--- config.mk ---
export PLATFORM = sky130hd
export DESIGN_NAME = lc3_mem_ctrl
export DESIGN_NICKNAME = d
export VERILOG_FILES = /design/src/rtl/lc3_pkg.sv /design/src/rtl/lc3_mmio_regs.sv /design/src/rtl/lc3_mem_ctrl.sv
export SDC_FILE = /design/constraint.sdc
export NUM_CORES = 1
export LEC_CHECK = 0
export BUFFER_PORTS_ARGS = -buffer_cell sky130_fd_sc_hd__buf_4
export CAP_MARGIN = 20
export CORE_MARGIN = 2
export CORE_UTILIZATION = 30
export DETAILED_ROUTE_END_ITERATION = 10
export HOLD_SLACK_MARGIN = 0.05
export REMOVE_ABC_BUFFERS = 1
export SLEW_MARGIN = 20
export SYNTH_ARGS = -nofsm -noshare
export SYNTH_HDL_FRONTEND = slang
export SYNTH_SLANG_ARGS = --single-unit
--- constraint.sdc ---
create_clock -name clk -period 2.15 [get_ports clk]
set_clock_uncertainty 0.15 [all_clocks]
set_input_delay 0.1075 -clock clk [delete_from_list [all_inputs] [get_ports clk]]
set_output_delay 0.1075 -clock clk [all_outputs]
set_load 0.1 [all_outputs]
--- src/rtl/lc3_pkg.sv ---
// Shared encodings for the LC-3 memory controller: FSM states, R_W direction
// and the keyboard/display device register addresses.
package lc3_pkg;
  typedef enum logic [1:0] {
    IDLE = 2'd0,
    REQ  = 2'd1,
    DONE = 2'd2
  } state_t;

  localparam logic RW_READ  = 1'b0;
  localparam logic RW_WRITE = 1'b1;

  localparam logic [15:0] KBSR_ADDR = 16'hFE00;
  localparam logic [15:0] KBDR_ADDR = 16'hFE02;
  localparam logic [15:0] DSR_ADDR  = 16'hFE04;
  localparam logic [15:0] DDR_ADDR  = 16'hFE06;
endpackage

--- src/rtl/lc3_mmio_regs.sv ---
// Keyboard/display device registers: address decode, read mux and the
// kb_ack / dsp_strobe side-effect pulses. Used only when LC3_MMIO_EN is defined.
module lc3_mmio_regs
  import lc3_pkg::*;
(
  input  logic        clk,
  input  logic        rst,
  input  logic [15:0] addr,
  input  logic [15:0] wdata,
  input  logic        access,
  input  logic        r_w,
  output logic        hit,
  output logic [15:0] rdata,
  input  logic [7:0]  kb_data,
  input  logic        kb_valid,
  output logic        kb_ack,
  output logic [7:0]  dsp_data,
  output logic        dsp_strobe,
  input  logic        dsp_ready
);
  assign hit = (addr == KBSR_ADDR) || (addr == KBDR_ADDR) ||
               (addr == DSR_ADDR)  || (addr == DDR_ADDR);

  always_comb begin
    rdata = 16'h0000;
    case (addr)
      KBSR_ADDR: rdata = {kb_valid, 15'b0};
      KBDR_ADDR: rdata = {8'b0, kb_data};
      DSR_ADDR:  rdata = {dsp_ready, 15'b0};
      default:   rdata = 16'h0000;
    endcase
  end

  always_ff @(posedge clk) begin
    if (rst) begin
      kb_ack     <= 1'b0;
      dsp_strobe <= 1'b0;
      dsp_data   <= 8'h00;
    end else begin
      kb_ack     <= access && (r_w == RW_READ)  && (addr == KBDR_ADDR);
      dsp_strobe <= access && (r_w == RW_WRITE) && (addr == DDR_ADDR);
      if (access && (r_w == RW_WRITE) && (addr == DDR_ADDR))
        dsp_data <= wdata[7:0];
    end
  end
endmodule

--- src/rtl/lc3_mem_ctrl.sv ---
// LC-3 MAR/MDR holder and req/ack memory transaction engine returning R (ready).
// Define LC3_MMIO_EN to add the keyboard/display device registers at xFE00-xFE06.
module lc3_mem_ctrl
  import lc3_pkg::*;
#(
  parameter int TIMEOUT = 255,
  parameter int TO_W    = 8
) (
  input  logic        clk,
  input  logic        rst,
  input  logic [15:0] bus_in,
  input  logic        ld_mar,
  input  logic        ld_mdr,
  input  logic        mio_en,
  input  logic        r_w,
  output logic [15:0] mar_out,
  output logic [15:0] mdr_out,
  output logic        ready,
  output logic        bus_err,
  output logic        mem_req,
  output logic        mem_we,
  output logic [15:0] mem_addr,
  output logic [15:0] mem_wdata,
  input  logic [15:0] mem_rdata,
`ifdef LC3_MMIO_EN
  input  logic [7:0]  kb_data,
  input  logic        kb_valid,
  output logic        kb_ack,
  output logic [7:0]  dsp_data,
  output logic        dsp_strobe,
  input  logic        dsp_ready,
`endif
  input  logic        mem_ack
);
  localparam logic [TO_W-1:0] TO_LAST = TO_W'((TIMEOUT > 0) ? TIMEOUT - 1 : 0);

  state_t          state, state_nx;
  logic [15:0]     mar, mdr;
  logic [TO_W-1:0] to_cnt;
  logic            err_q;
  logic            to_hit;
  logic            mmio_hit;
  logic [15:0]     mmio_rdata;

`ifdef LC3_MMIO_EN
  lc3_mmio_regs u_mmio (
    .clk        (clk),
    .rst        (rst),
    .addr       (mar),
    .wdata      (mdr),
    .access     ((state == IDLE) && mio_en),
    .r_w        (r_w),
    .hit        (mmio_hit),
    .rdata      (mmio_rdata),
    .kb_data    (kb_data),
    .kb_valid   (kb_valid),
    .kb_ack     (kb_ack),
    .dsp_data   (dsp_data),
    .dsp_strobe (dsp_strobe),
    .dsp_ready  (dsp_ready)
  );
`else
  assign mmio_hit   = 1'b0;
  assign mmio_rdata = 16'h0000;
`endif

  // Abort fires on the edge that would make the TIMEOUT-th waiting cycle end.
  assign to_hit  = (TIMEOUT != 0) && (to_cnt == TO_LAST);
  assign mar_out = mar;
  assign mdr_out = mdr;
  assign ready   = (state == DONE);
  assign bus_err = err_q;

  always_ff @(posedge clk) begin
    if (rst) state <= IDLE;
    else     state <= state_nx;
  end

  always_comb begin
    state_nx = state;
    case (state)
      IDLE:    if (mio_en) state_nx = mmio_hit ? DONE : REQ;
      REQ:     if (mem_ack || to_hit) state_nx = DONE;
      DONE:    state_nx = IDLE;
      default: state_nx = IDLE;
    endcase
  end

  always_ff @(posedge clk) begin
    if (rst) begin
      mar       <= 16'h0000;
      mdr       <= 16'h0000;
      to_cnt    <= '0;
      err_q     <= 1'b0;
      mem_req   <= 1'b0;
      mem_we    <= 1'b0;
      mem_addr  <= 16'h0000;
      mem_wdata <= 16'h0000;
    end else begin
      err_q <= 1'b0;
      case (state)
        IDLE: begin
          if (ld_mar) mar <= bus_in;
          if (ld_mdr && !mio_en) mdr <= bus_in;
          // Transaction latches the pre-load MAR even if ld_mar is also high.
          if (mio_en) begin
            if (mmio_hit) begin
              if (r_w == RW_READ) mdr <= mmio_rdata;
            end else begin
              mem_req   <= 1'b1;
              mem_we    <= r_w;
              mem_addr  <= mar;
              mem_wdata <= mdr;
              to_cnt    <= '0;
            end
          end
        end
        REQ: begin
          if (mem_ack) begin
            mem_req <= 1'b0;
            if (mem_we == RW_READ) mdr <= mem_rdata;
          end else if (to_hit) begin
            mem_req <= 1'b0;
            err_q   <= 1'b1;
          end else begin
            to_cnt <= to_cnt + 1'b1;
          end
        end
        default: ;
      endcase
    end
  end
endmodule

==> results.toml, run 1 <==
[drt]
drt_wl_total_mm = 8.73
drt_iter0_markers = 146
dr_total_vias = 2918
vias_per_cell = 4.65
wl_met2_mm = 4.27
drcViolationCount = 0
drtAntennaViolNets = 0
first_pass_iters = 4
highest_layer = "met4"
wire_per_inst_um = 13.9
met3_wirelength_um = 384
wl_met1_mm = 3.92

[hold_path]
hold_class = "input pin to flop"
hp-start = "mio_en"
holdPathStages = 4

[worst_setup_path]
path_max_fanout = 6
worstSetupEndpointType = "flop"
crit_arrival_ns = 1.98
cp-startpoint = "to_cnt[0]"
r2r_start = "to_cnt[0]"
startpoint_type = "flop"
worstPathRequired_ns = 2.29
critPathKind = "flop to flop"
ff2ff_path_depth = 6

[finish]
final_nets = 532
final_core_util = 0.459
fillers = 1009
area_growth_syn_to_layout_pct = 49.6
layout-drive-gt1-share = 0.273
antenna_cells = 0
fin_area_um2 = 4470

[logic_synthesis]
synth_compound_area_frac = 0.155
synth_cells = 354
synth_mux_area_frac = 0.0536
synthDistinctLibCells = 37
yosysSeqAreaShare = 0.516
synth-async-reset-ratio = 0
synth_fa_ha_area_frac = 0.00838
synth_top_cell_area_share = 0.516
synth_ff_type = "dfxtp_1"
syn_area_um2 = 2990
synth_area_per_cell_um2 = 8.44
yosys.area_share.simple = 0.221
ys_top_cells_by_area = "dfxtp_1 (52%), nand2_1 (13%), a21oi_1 (8.7%)"
synth_top_family_by_area = "simple AND/OR/NAND/NOR gates"
synth_edf_count = 0
yosysTopAreaCell = "dfxtp_1"
synth-seq-cells = 77
yosysWarnings = 0
synthXorXnorAreaFrac = 0.00586

[pwr]
powerDensity_nw_per_um2 = 850
finalPower_w = 0.00380
ir_drop_mv = 0.411
p_leak_nw = 1.84

[clocking]
htree_num_levels = 3
clk_latency_ns = 0.34
cts_buffers = 9
clk_pin_slew_worst_paths_ns = 0.08
cts_resized = 0
cts_tree = "done"
clock-sinks = 77
cts_root_buffer = "clkbuf_8"
clockBufferDepth = 2

[timing]
rsz0062_at_grt = "no"
hold_violations = 0
setup_viol_count_final = 0
maxSlewViolCount = 0
layout_min_cycle_time_ns = 1.84
fmax_mhz = 543
fin_crit_sh = 0.856
worst_pin_slew_ns = 0.732
maxSlewHeadroom = 0.512

[floorplanning]
dieArea_um2 = 10800
coreArea_um2 = 9730
initial_core_util = 0.307
die_w_um = 104
rows = 36
io_pins = 107
die_h_um = 104

[placement]
portBuffers = 106
dp_hpwl_mm = 5.76
gp_congestion = 0.754
place_area_um2 = 3910

[grt]
grt_antenna_before_repair = 0
grt_pass1_wl_mm = 14.3
grt-ovfl-total = 0
grt_max_degree = 53
track_usage = 0.165
grt_pass1_vias = 2876

[status]
outcome = "completed"

[flow_run]
max_cap_viol_count = 0
## sequential cells by signal, summed over array words and instances (netlist names)
name       count
mem_we         1
state          2
bus_err        1
mdr_out       16
mem_req        1
to_cnt         8
mar_out       16
mem_addr      16
mem_wdata     16
## layout by cell type (no fill, tap or decap), drive strengths merged, types with 2 or more instances in the layout
cell           n
nor2          24
nor3b          2
nor2b          3
buf          115
inv            2
a211oi        17
a21oi         52
nand4          2
nand2        104
nand3          6
dlygate4sd3   35
dfxtp         77
mux2i         16
or3            2
nand2b         2
ha             2
bufinv         2
clkbuf         9
clkinv         3
xor2           2
o21ai          3
## critical path, stage by stage, from the launching register on
cell and delay, ns:
dfxtp_1 0.43, inv_1 0.09, ha_1 0.23, nand3_1 0.14, o21bai_1 0.17, or4_1 0.50, nand2_1 0.08
## per-layer routing
layer / global-route usage / up-vias
met5: 0 / -
met4: 0.0608 / 0
met3: 0.0346 / 12
met2: 0.295 / 80
met1: 0.195 / 1353
li1: - / 1473
## path summary, 6_finish.rpt
| check | end | slack (ns) |
|---|---|---|
| min | mem_addr[0] | 0.1 |
| max reg2reg | to_cnt[3] | 0.31 |
| min reg2reg | mem_wdata[1] | 0.31 |
| max | to_cnt[3] | 0.31 |
## kinds of logic after synthesis
group | Yosys count
AOI/OAI and AO/OA | 79
xor gates and xnor gates | 2
adders and majority gates | 2
buffers and inverters | 25
DFF | 77
muxes | 16
and+or+nand+nor | 153
## cells in the mapped netlist (3+ instances only)
cell,count
mux2i_1,16
buf_2,9
nand2_1,104
nor2b_1,3
a211oi_1,17
nand3_1,6
o21ai_0,3
clkbuf_1,10
a21oi_1,52
dfxtp_1,77
nor2_1,24
## layout make-up
| class | instances | area [um2] | share of cell area |
|---|---|---|---|
| tap | 133 | 166 | 0.0372 |
| clock inverter | 6 | 87.6 | 0.0196 |
| sequential | 77 | 1540 | 0.345 |
| clock buffer | 9 | 124 | 0.0277 |
| timing repair buffer | 150 | 1210 | 0.271 |
| multi-input combinational | 252 | 1330 | 0.298 |
| inverter | 1 | 3.75 | 0.000840 |
## power by group
| part | leakage [nW] | internal [W] | total [W] | switching [W] |
|---|---|---|---|---|
| Combinational | 1.10 | 0.000275 | 0.00106 | 0.000782 |
| Clock | 0.109 | 0.000650 | 0.00118 | 0.000532 |
| Sequential | 0.628 | 0.00150 | 0.00156 | 0.0000600 |
## stage by stage
stage | instances | worst slack [ns] | hold WS, ns | setup TNS [ns]
floorplan | 330 | -0.379 | 0.0266 | -2.94
global placement | 578 | 0.391 | 0.216 | 0
CTS | 628 | 0.325 | 0.0796 | 0
detailed placement | 578 | 0.341 | 0.227 | 0
finish | 628 | 0.310 | 0.0977 | 0
global route | 628 | 0.169 | 0.107 | 0
## what timing repair did
item,in CTS,in global routing
hold buffers,35,0
endpoints found under the setup margin,0,0
endpoints found under the hold margin,45,0
setup buffers,0,0
No activity file was read; power rests on OpenSTA's default activity.
==> inputs of run 2 (changes only) <==
--- a/config.mk
+++ b/config.mk
@@ -5,6 +5,7 @@
 export SDC_FILE = /design/constraint.sdc
 export NUM_CORES = 1
 export LEC_CHECK = 0
+export ABC_AREA = 1
 export BUFFER_PORTS_ARGS = -buffer_cell sky130_fd_sc_hd__buf_4
 export CAP_MARGIN = 20
 export CORE_MARGIN = 2
==> run 2 against run 1 <==
Non-clock buffer count shrank 5. Critical path depth up 1. Sequential cell count unchanged. Critical path type unchanged. Critical endpoint is now mdr_out[15].
==> results.toml, run 2 <==
[logic_synthesis]
synth-seq-cells = 77
yosysTopAreaCell = "dfxtp_1"
synth_area_per_cell_um2 = 7.65
synth_commonest_cells = "dfxtp_1 (77), nor2_1 (74), nand2_1 (67)"
yosysWarnings = 0
synth_cells = 406
synth_ff_type = "dfxtp_1"
synthDistinctLibCells = 23
ys_top_cells_by_area = "dfxtp_1 (50%), nor2_1 (8.9%), o21ai_0 (8.5%)"
yosysSeqAreaShare = 0.496
synth-async-reset-ratio = 0
syn_area_um2 = 3110
synth_top_cell_area_share = 0.496
synth.most_common_cell = "dfxtp_1"
synth_edf_count = 0

[drt]
drt_wl_total_mm = 8.55
first_pass_iters = 5
dr_total_vias = 2989
drtAntennaViolNets = 0
wire_per_inst_um = 12.6
drcViolationCount = 0
vias_per_cell = 4.40
drt_iter0_markers = 131

[flow_run]
max_cap_viol_count = 0

[worst_setup_path]
worstPathRequired_ns = 2.22
path_max_fanout = 32
crit_arrival_ns = 1.78
worstSetupEndpointType = "flop"
critPathKind = "flop to flop"
startpoint_type = "flop"

[finish]
layout-drive-gt1-share = 0.279
final_cell_mix = "buf_4 (109), dfxtp_1 (77), nor2_1 (74)"
antenna_cells = 0
final_nets = 581
area_growth_syn_to_layout_pct = 45.1
fillers = 1045
final_common_cell = "buf_4"
layout.cells.non_filler = 680
final_core_util = 0.443

[grt]
grt_antenna_before_repair = 0
grt_pass1_vias = 2857
track_usage = 0.158
grt_max_degree = 67
grt_pass1_wl_mm = 14.0
grt-ovfl-total = 0

[timing]
hold_violations = 0
setup_viol_count_final = 0
maxSlewViolCount = 0
maxSlewHeadroom = 0.621
setup_tns_ns = 0
hold_ws_ns = 0.130
rsz0062_at_grt = "no"
layout_min_cycle_time_ns = 1.71
worst_pin_slew_ns = 0.568
fmax_mhz = 585
fin_crit_sh = 0.796

[floorplanning]
initial_core_util = 0.305
die_h_um = 106
dieArea_um2 = 11200
io_pins = 107
rows = 37
coreArea_um2 = 10200
die_w_um = 106

[pwr]
power_switching_w = 0.00190
p_seq_frac = 0.384
ir_drop_mv = 0.419
p_comb_frac = 0.386
powerDensity_nw_per_um2 = 948
finalPower_w = 0.00427
p_leak_nw = 2.00
clkPwrFrac = 0.230
internal_power_w = 0.00237
netSwitchingFraction = 0.445

[placement]
dp_cells = 630
portBuffers = 106
dp_hpwl_mm = 5.66
gp_congestion = 0.767

[status]
outcome = "completed"

[clocking]
clk_pin_slew_worst_paths_ns = 0.08
htree_num_levels = 3
cts_tree = "done"
clk_latency_ns = 0.34
cts_root_buffer = "clkbuf_8"
clock-sinks = 77
cts_buffers = 9
clockBufferDepth = 2

[hold_path]
hold_class = "input pin to flop"
## run 2: area by class of cell
cell class	instances	area (um2)	area share
inverters	32	120	0.0266
clock buffers	10	138	0.0305
multi-input cells	275	1310	0.291
clock inverters	5	36.3	0.00805
well taps	136	170	0.0377
repair buffers	145	1190	0.264
flip-flops and latches	77	1540	0.342
## run 2: final timing paths
check	startpoint	end	slack, ns	cells past startpoint
setup / recovery	state[1]	mdr_out[15]	0.44	7
hold / removal	mio_en	mem_req	0.13	3
setup reg to reg	state[1]	mdr_out[15]	0.44	7
hold reg to reg	mem_req	mem_req	0.32	2
## run 2: power by group through the flow
stage,Clock (W),Combinational (W),Sequential [W]
detailed placement,0,0.00160,0.00167
global route,0.00109,0.00174,0.00166
global placement,0,0.00160,0.00167
finish,0.000982,0.00165,0.00164
floorplan,0,0.000297,0.00259
CTS,0.00101,0.00166,0.00164
## run 2: cells by family after synthesis
family                   count (synthesis)  share of synthesized area
AND/OR/NAND/NOR                        164                      0.233
AO/OA/AOI/OAI                          109                      0.182
flip-flops                              77                      0.496
buffers and inverters                   54                     0.0810
adder cells (fa/ha/maj)                  2                    0.00805
## run 2: repair_timing
| item | in CTS | in global routing |
|---|---|---|
| endpoints found under the hold margin | 45 | 0 |
| setup buffers | 0 | 0 |
| gates resized for setup | 0 | 0 |
| hold buffers | 35 | 0 |
## run 2: through the flow
step / cell area, um2 / setup slack (ns)
2_1_floorplan: 2980 / 0.214
3_3_place_gp: 3980 / 0.470
3_5_place_dp: 3980 / 0.416
4_1_cts: 4510 / 0.413
5_1_grt: 4510 / 0.262
6_report: 4510 / 0.439
## run 2: worst max-delay path, stage by stage (launching register included)
cell and delay (ns):
dfxtp_1 0.36, inv_1 0.09, nand2_4 0.24, nor2_8 0.05, inv_2 0.08, nand3_4 0.29
o21ai_0 0.27, a21oi_1 0.06
## run 2: metal layers
metal | vias up | GRT usage | routed length [um]
met3 | 2 | 0.0334 | 473
met2 | 74 | 0.261 | 4130
met5 | - | 0 | 0
li1 | 1571 | - | -
met1 | 1342 | 0.205 | 3900
met4 | 0 | 0.0508 | 43
==> inputs of run 3 (changes only) <==
==> constraint.sdc (replaced) <==
create_clock -name clk -period 1.75 [get_ports clk]
set_clock_uncertainty 0.15 [all_clocks]
set_input_delay 0.0875 -clock clk [delete_from_list [all_inputs] [get_ports clk]]
set_output_delay 0.0875 -clock clk [all_outputs]
set_load 0.1 [all_outputs]
==> run 3 against run 2 <==
Hold slack better by 0.076 ns. Cell count up 0.88%. Clock power up 63%. Largest cell class unchanged. Largest power group unchanged.
==> results.toml, run 3 (synthesized netlist as in run 2, its figures left out) <==
[hold_path]
hp-start = "ld_mar"
holdPathStages = 4
hold_end = "mar_out[7]"
hold_class = "input pin to flop"

[drt]
dr_total_vias = 3051
drt_wl_total_mm = 9.18
vias_per_cell = 4.45
first_pass_iters = 4
drcViolationCount = 0
drt_iter0_markers = 91
wire_per_inst_um = 13.4
drtAntennaViolNets = 0

[clocking]
htree_num_levels = 3
cts_tree = "done"
cts_buffers = 9
postCtsSetupRepairBufs = 0
clk_latency_ns = 0.34
clockBufferDepth = 2
clock-sinks = 77
clk_pin_slew_worst_paths_ns = 0.08
cts_root_buffer = "clkbuf_8"

[timing]
fmax_mhz = 601
rsz0062_at_grt = "yes"
hold_violations = 0
maxSlewHeadroom = 0.754
fin_ws_ns = 0.0873
layout_min_cycle_time_ns = 1.66
setup_viol_count_final = 0
fin_crit_sh = 0.950
maxSlewViolCount = 0
worst_pin_slew_ns = 0.367

[worst_setup_path]
rrSetupSlack_ns = 0.09
startpoint_type = "flop"
critPathKind = "flop to flop"
ff2ff_path_depth = 7
r2r_start = "state[1]"
crit_arrival_ns = 1.74
worstSetupEndpointType = "flop"
timing.rr.end = "mdr_out[14]"
path_max_fanout = 16
worstPathRequired_ns = 1.82

[finish]
final_core_util = 0.455
layout-drive-gt1-share = 0.287
layout.cells.non_filler = 686
fillers = 1018
antenna_cells = 0
final_cell_mix = "buf_4 (112), dfxtp_1 (77), nor2_1 (74)"
final_nets = 586
area_growth_syn_to_layout_pct = 49.1
final_common_cell = "buf_4"

[status]
outcome = "completed"

[floorplanning]
coreArea_um2 = 10200
die_h_um = 106
io_pins = 107
initial_core_util = 0.305
rows = 37
die_w_um = 106
dieArea_um2 = 11200

[grt]
grt_max_degree = 67
grt_antenna_before_repair = 0
grt_pass1_wl_mm = 14.3
track_usage = 0.161
grt_pass1_vias = 2917
grt-ovfl-total = 0

[pwr]
finalPower_w = 0.00569
ir_drop_mv = 0.679
p_leak_nw = 2.06
powerDensity_nw_per_um2 = 1230

[placement]
portBuffers = 106
dp_cells = 633
pre_cts_ws_ns = 0.0665
dp_hpwl_mm = 5.85
gp_congestion = 0.753

[flow_run]
max_cap_viol_count = 0
run 3: worst max-delay path: stages (launching register included):
cell and delay, ns:
dfxtp_1 0.40, inv_1 0.10, nand2_4 0.19, nor2_8 0.05
inv_2 0.13, nand3_4 0.22, o21ai_0 0.23, a21oi_1 0.05
run 3: power by group:
group / switching [W] / total, W / leakage [nW] / internal (W)
Sequential: 0.000104 / 0.00202 / 0.635 / 0.00192
Combinational: 0.00160 / 0.00206 / 1.31 / 0.000460
Clock: 0.000655 / 0.00160 / 0.116 / 0.000948
Total: 0.00236 / 0.00569 / 2.06 / 0.00333
run 3: cell type report:
cell class                      instances  area, um2  area share
Clock buffer                           10        128      0.0276
Multi-Input combinational cell        276       1340       0.289
Inverter                               32        120      0.0259
Sequential cell                        77       1540       0.333
Clock inverter                          6        111      0.0240
Timing Repair Buffer                  149       1220       0.264
Tap cell                              136        170      0.0367
run 3: how the worst max path moves through the flow:
stage,start,slack (ns),depth (start not counted),end
6_report,state[1],0.09,7,mdr_out[14]
2_1_floorplan,mem_we,-0.18,4,mdr_out[12]
5_1_grt,state[0],0.006,5,mar_out[11]
4_1_cts,state[1],0.05,7,mdr_out[15]
3_3_place_gp,state[1],0.13,7,mdr_out[13]
3_5_place_dp,state[1],0.07,7,mdr_out[15]
run 3: per-stage QoR:
stage | setup TNS [ns] | cell area, um2 | hold slack [ns]
2_1_floorplan | -2.73 | 2980 | 0.00657
3_3_place_gp | 0 | 4010 | 0.174
3_5_place_dp | 0 | 4010 | 0.176
4_1_cts | 0 | 4610 | 0.189
5_1_grt | 0 | 4630 | 0.222
6_report | 0 | 4630 | 0.206
run 3: repair_timing:
item	4_1_cts	5_1_grt
resized for setup	0	3
hold endpoints to repair	45	0
setup endpoints to repair	0	14
hold buffers	36	0
run 3: routing by layer:
metal,vias up,share of wire,track usage
li1,1579,-,-
met1,1384,0.43,0.192
met2,81,0.50,0.283
met3,7,0.058,0.0501
met4,0,0.0092,0.0338
met5,-,0,0
